$ cat config.mk
export PLATFORM = sky130hd
export DESIGN_NAME = fetch_unit
export DESIGN_NICKNAME = d
export VERILOG_FILES = /design/src/rtl/fetch_unit.sv
export SDC_FILE = /design/constraint.sdc
export NUM_CORES = 1
export LEC_CHECK = 0
export BUFFER_PORTS_ARGS = -buffer_cell sky130_fd_sc_hd__buf_2
export CAP_MARGIN = 20
export CORE_MARGIN = 1
export CORE_UTILIZATION = 43
export DETAILED_ROUTE_END_ITERATION = 7
export GPL_ROUTABILITY_DRIVEN = 0
export PLACE_DENSITY = 0.81
export RECOVER_POWER = 50
export SYNTH_ARGS = -nofsm -noshare
export SYNTH_HDL_FRONTEND = slang
export SYNTH_SLANG_ARGS = --single-unit
$ cat constraint.sdc
create_clock -name clk -period 2.4 [get_ports clk]
set_input_delay 0.12 -clock clk [delete_from_list [all_inputs] [get_ports clk]]
set_output_delay 0.12 -clock clk [all_outputs]
set_load 0.05 [all_outputs]
$ cat src/rtl/fetch_unit.sv
// -----------------------------------------------------------------------------
// fetch_unit
//
// Instruction-fetch stage that owns the program counter.
//
// Upstream:
//   - A 32-bit next-PC 2-to-1 mux drives next_pc.
//   - pc_plus4 feeds back into that mux's i0 input.
//
// Instruction memory:
//   - One request at a time over a req/ack handshake.
//   - imem_addr always equals pc.
//
// Decode side:
//   - Fetched words are presented over a valid/stall handshake.
//   - A word consumed in the same cycle as a new ack is replaced directly,
//     which sustains one instruction per cycle against a zero-wait memory.
//
// Error detection:
//   - Timeout: a request left unacknowledged for IMEM_WAIT_MAX cycles parks
//     the unit in S_ERR with fetch_timeout set.
//   - Only reset or a redirect (pc_load) leaves S_ERR.
//
// Optional feature, macro PC_ALIGN_CHECK_EN:
//   - Defined: a redirect to a non-word-aligned target is refused. pc is
//     kept, pc_misalign is raised and the unit parks in S_ERR until an
//     aligned redirect arrives.
//   - Undefined: the low two target bits are dropped and pc_misalign is
//     tied low.
// -----------------------------------------------------------------------------
module fetch_unit #(
    parameter logic [31:0] RESET_PC      = 32'h0000_0000,
    parameter int unsigned PC_INC        = 4,
    parameter int unsigned IMEM_WAIT_MAX = 15
) (
    input  logic        clk,
    input  logic        reset_n,
    input  logic [31:0] next_pc,
    input  logic        pc_load,
    input  logic        stall,
    output logic [31:0] pc,
    output logic [31:0] pc_plus4,
    output logic        imem_req,
    output logic [31:0] imem_addr,
    input  logic        imem_ack,
    input  logic [31:0] imem_rdata,
    output logic [31:0] inst,
    output logic [31:0] inst_pc,
    output logic        inst_valid,
    output logic        fetch_timeout,
    output logic        pc_misalign
);

    // The wait counter only ever holds 0 .. IMEM_WAIT_MAX-1.
    localparam int unsigned CNT_W =
        (IMEM_WAIT_MAX < 2) ? 1 : $clog2(IMEM_WAIT_MAX);

    // Counter value on the last cycle a request may go unacknowledged.
    localparam logic [CNT_W-1:0] CNT_LAST = CNT_W'(IMEM_WAIT_MAX - 1);

    // Sequential fetch increment as a 32-bit addend.
    localparam logic [31:0] PC_STEP = 32'(PC_INC);

    typedef enum logic [1:0] {
        S_IDLE = 2'b00,  // one quiet cycle after reset
        S_REQ  = 2'b01,  // fetching
        S_ERR  = 2'b10   // parked after timeout or refused redirect
    } state_t;

    state_t           state;
    logic [CNT_W-1:0] wait_cnt;

    // Redirect decode results.
    logic [31:0]      load_target;
    logic             load_ok;

    // Memory address, sequential successor and request qualification.
    // A held (stalled) instruction blocks new requests so that a returning
    // word never has to overwrite one decode has not taken yet.
    // NOTE: every signal written in an always_comb gets a value on every
    // path; a missed branch would make synthesis infer a latch.
    always_comb begin
        imem_addr = pc;
        pc_plus4  = pc + PC_STEP;  // wraps modulo 2^32
        imem_req  = (state == S_REQ) && !(inst_valid && stall);
    end

    // Redirect target qualification: refuse or realign low address bits.
    always_comb begin
`ifdef PC_ALIGN_CHECK_EN
        load_target = next_pc;
        load_ok     = (next_pc[1:0] == 2'b00);
`else
        load_target = next_pc & 32'hFFFF_FFFC;
        load_ok     = 1'b1;
`endif
    end

    // Fetch FSM with registered pc, instruction, valid and timeout outputs.
    // Priority inside S_REQ/S_ERR: redirect > accepted ack > consume/wait.
    // NOTE: sequential state uses non-blocking assignments only, so every
    // register samples pre-edge values regardless of statement order.
    always_ff @(posedge clk) begin
        if (!reset_n) begin
            // Reset wins over everything, including an ack in this cycle.
            state         <= S_IDLE;
            pc            <= RESET_PC;
            inst          <= 32'h0;
            inst_pc       <= 32'h0;
            inst_valid    <= 1'b0;
            fetch_timeout <= 1'b0;
            wait_cnt      <= '0;
        end else begin
            case (state)
                S_IDLE: begin
                    // Redirects are ignored here; the request starts next.
                    state <= S_REQ;
                end

                S_REQ, S_ERR: begin
                    if (pc_load) begin
                        // A redirect discards the in-flight fetch and any
                        // ack arriving alongside it.
                        inst_valid <= 1'b0;
                        wait_cnt   <= '0;
                        if (load_ok) begin
                            pc            <= load_target;
                            fetch_timeout <= 1'b0;
                            state         <= S_REQ;
                        end else begin
                            // Refused target: pc and timeout flag kept.
                            state <= S_ERR;
                        end
                    end else if (state == S_REQ) begin
                        if (imem_req && imem_ack) begin
                            // Capture; replaces a word consumed this cycle.
                            inst       <= imem_rdata;
                            inst_pc    <= pc;
                            inst_valid <= 1'b1;
                            pc         <= pc_plus4;
                            wait_cnt   <= '0;
                        end else begin
                            if (inst_valid && !stall) begin
                                inst_valid <= 1'b0;
                            end
                            // Only cycles with an outstanding request count.
                            if (imem_req) begin
                                if (wait_cnt == CNT_LAST) begin
                                    state         <= S_ERR;
                                    fetch_timeout <= 1'b1;
                                    inst_valid    <= 1'b0;
                                end else begin
                                    wait_cnt <= wait_cnt + 1'b1;
                                end
                            end
                        end
                    end
                    // S_ERR without a redirect holds everything;
                    // inst_valid is already low there.
                end

                default: begin
                    state <= S_IDLE;
                end
            endcase
        end
    end

`ifdef PC_ALIGN_CHECK_EN
    // Misalignment flag: set by a refused redirect, cleared by an accepted one.
    always_ff @(posedge clk) begin
        if (!reset_n) begin
            pc_misalign <= 1'b0;
        end else if (pc_load && (state != S_IDLE)) begin
            pc_misalign <= !load_ok;
        end
    end
`else
    assign pc_misalign = 1'b0;
`endif

endmodule
==> results by stage <==
Power:
- VDD sags by at most 0.474 mV.
- Power spread over the standard cell area amounts to approximately 590 nW/µm².
- Overall power consumption after layout is estimated at 4210 µW.
- The leakage component of the power is a little under 0.003 µW.

Timing:
- The final total negative setup slack is -43.7 ps.
- The count of pins over their slew limit is 0.
- The relative slew slack is 0.574.
- The upper clock frequency limit is just over 0.4 GHz.
- Clock skew on the completed layout was measured at about 6.9 ps.
- The final-layout worst hold slack is 6.55 ps.
- Setup repair after global routing could not meet its margin everywhere.
- Setup violations remaining at the end of the flow were counted as 3.
- Once routing completed, OpenROAD measured the worst setup slack at -25.6 ps.
- The post-route clock period utilization is 1.01.
- The time the final worst path needs with I/O delays and setup is 2430 ps.
- The hold violation total from the final report is 0.
- At the pin with the least slew margin, the transition time is 642 ps.

Synth:
- The number of distinct library cells after synthesis is just under 60.
- The number of flops mapped to enable cells by yosys is 0.
- The synthesized netlist occupies a cell area of 5180 µm².
- The post-synthesis async set-or-reset flop share is 0.
- The mean instance size in the synthesized netlist is roughly 7.5 µm².
- After synthesis the netlist holds a flip-flop and latch count of 100.
- The leading register cell type out of synthesis is dfxtp_1.
- The number of standard cells after synthesis is 690.
- The sequential element share of the synthesized area is 0.387.
- The area share of the largest cell type after synthesis is 0.387.
- The library cell occupying the most area in the post-synthesis netlist is dfxtp_1.
- During synthesis, Yosys emitted a total of 0 warnings.
- Yosys attributes the largest share of cell area to dfxtp_1 (39%), nand2_1 (12%), a21oi_1 (8.2%).

Run:
- Across the run, the number of max-cap violations was 0.

Worst setup path:
- Traced cell by cell, the critical path runs through ha_4, nand3_4, or4_4, or4b_4, xnor2_4, buf_6.
- Of all nets on the critical path, the largest fanout is 4.
- The classification of the worst setup path is flip-flop to output pin.
- STA classifies the critical path endpoint as an output pin.
- The critical path buffer and inverter count is 1.
- The required time of the critical path is 2280 ps.
- For this run, the slowest stage of the critical path takes 560 ps.
- The critical path's slowest cell is or4b_4.
- At the worst endpoint, the arrival time is 2310 ps.
- Among cell families on the critical path, the largest total delay comes from simple AND/OR/NAND/NOR gates.
- The sort of element at the start of the critical path is a flip-flop.

Placed design:
- Port buffering added 221 buffers.
- Summed over all nets, the half-perimeter wirelength after detailed placement is 11.0 mm.
- Prior to clock tree synthesis, the placed netlist has a worst setup slack of 155 ps.

Global routing:
- For this run the aggregate overflow at the end of global routing stands at 0.
- The initial antenna violation count is 1.
- In the global route stage, overall resource usage came out at 0.262.
- The number of global-route vias before repair came to 5213.
- The wire length of the first global-routing pass is 26.0 mm.
- Entering global routing, the biggest net connects 53 pins.

Detailed routing:
- The final layout contains routed wiring with a total length of 16.3 mm.
- The detailed-route vias per instance is around 5.2.
- In this run, the number of DRC markers left after iteration 0 of detailed routing was 593.
- After detailed routing, the average wire length per cell comes to 15.5 µm.
- The remaining antenna violation count is 0.
- The first TritonRoute pass finished after 7 iterations.
- After detailed routing, the number of remaining DRC violations is 34.
- Across all layers, the routed design uses between 5000 and 6000 vias.

Outcome:
- The run finished, with violations left.
- The checks that failed: DRC, setup timing.

Finish:
- Leaving out fill and tap cells, the most frequent cells in the layout are nand2_1 (170), buf_2 (142), a21oi_1 (84).
- The net count of the finished layout is 979.
- The utilization of the core after routing is 0.614.
- The filler cells instantiated in the layout total 1099.
- The most common cell after layout, fill and taps aside is nand2_1.
- The fraction of final layout cells sized beyond drive strength 1 is 0.293.
- The synthesis-to-finish area growth is 37.1%.

CTS:
- The number of buffers created by CTS is 9.
- The CTS tree is done.
- Counting along the longest clock path gives a buffer depth of 2.
- Counting every sink on the clock net gives 100.
- The root buffer cell chosen for the clock tree is clkbuf_16.
- The count of H-tree levels built during CTS is 3.
- The clock reaches the later pin of the worst-skew pair after 360 ps.
- After clock tree synthesis, the clock-pin slew on the worst setup and hold paths is ~70 ps.

Die:
- For this configuration, the core starts out at a cell density of 0.448.
- The floorplan has 39 rows.
- The die area is 12500 µm².
- After floorplanning, the core was sized to cover 11600 µm².
- The die width is 112 µm.
- The die is 112 µm tall.
- 233 I/O pins were placed.

Hold path:
- The worst min-delay path category is input port to flip-flop.
## area by class of cell
cell class / instances / area [µm²] / share of cell area
antenna: 1 / 2.50 / 0.000353
tap: 143 / 179 / 0.0252
clock buffer: 11 / 254 / 0.0358
sequential: 100 / 2050 / 0.288
multi-input combinational: 493 / 2880 / 0.406
timing repair buffer: 290 / 1660 / 0.234
inverter: 10 / 37.5 / 0.00529
clock inverter: 5 / 35.0 / 0.00494
## final timing paths
path	start	end	slack [ps]	depth (start not counted)
worst max register to register	imem_addr[3]	imem_addr[30]	260	6
worst max-delay path	imem_addr[3]	pc_plus4[28]	-30	6
worst min-delay path	imem_rdata[1]	inst[1]	7	3
worst min register to register	inst_pc[3]	inst_pc[3]	450	2
## state kept, by name, summed over array words and instances (netlist names)
signal	cells
inst	32
state	2
imem_addr	30
wait_cnt	4
inst_valid	1
fetch_timeout	1
inst_pc	30
## report_power, final
| part | switching [µW] | internal [µW] |
|---|---|---|
| registers | 69.4 | 1710 |
| clock network | 656 | 765 |
| logic | 731 | 289 |
## what timing repair did
item / in CTS / in global routing
resized for setup: 18 / 7
setup endpoints to repair: 11 / 15
hold buffers: 22 / 1
setup buffers: 4 / 5
hold endpoints to repair: 22 / 1
pin swaps: 7 / 3
## kinds of logic after synthesis
group                      share of synthesized area
and+or+nand+nor                                0.263
AOI/OAI and AO/OA                              0.168
buffers and inverters                          0.107
DFF                                            0.387
xor gates and xnor gates                      0.0525
adders and majority gates                     0.0145
muxes                                        0.00774
other                                       0.000724
## layer usage
layer	vias to the layer above	global-route usage	wire length (µm)
li1	2734	-	-
met1	2586	0.316	6950
met2	180	0.451	8060
met3	25	0.0724	993
met4	0	0.0811	280
met5	-	0	0
## cells in the mapped netlist (2+ instances only)
cell / number
a31o_2: 2
o31ai_1: 2
nand4b_1: 2
mux2i_1: 4
o31a_1: 2
xor2_1: 12
nor4_1: 5
buf_4: 39
or4_1: 6
nor2b_1: 2
o211ai_1: 8
nand4_1: 10
a311oi_1: 2
nor3_1: 7
nor2_1: 37
inv_1: 10
buf_2: 5
and3_1: 7
a31oi_1: 8
o22ai_1: 5
o41ai_1: 2
a22oi_1: 3
ha_1: 6
o21a_1: 2
o311ai_0: 2
clkbuf_1: 49
nor3b_1: 3
xnor2_1: 19
nand3_1: 27
nand2_1: 171
nand2b_1: 4
o21ai_0: 15
a21oi_1: 85
dfxtp_1: 100
and4_1: 3
## metrics by stage
stage | instance area [µm²] | std cells
6_report | 7100 | 1053
5_1_grt | 7100 | 1052
4_1_cts | 7120 | 1046
3_5_place_dp | 6520 | 1004
2_1_floorplan | 5430 | 698
3_3_place_gp | 6520 | 1004
## tightest hold or removal path, delay by kind of cell
family	cells	cell delay, ps
buffers and inverters	1	90
AO/OA/AOI/OAI	1	50
AND/OR/NAND/NOR	1	40
(Power assumes the default switching activity.)
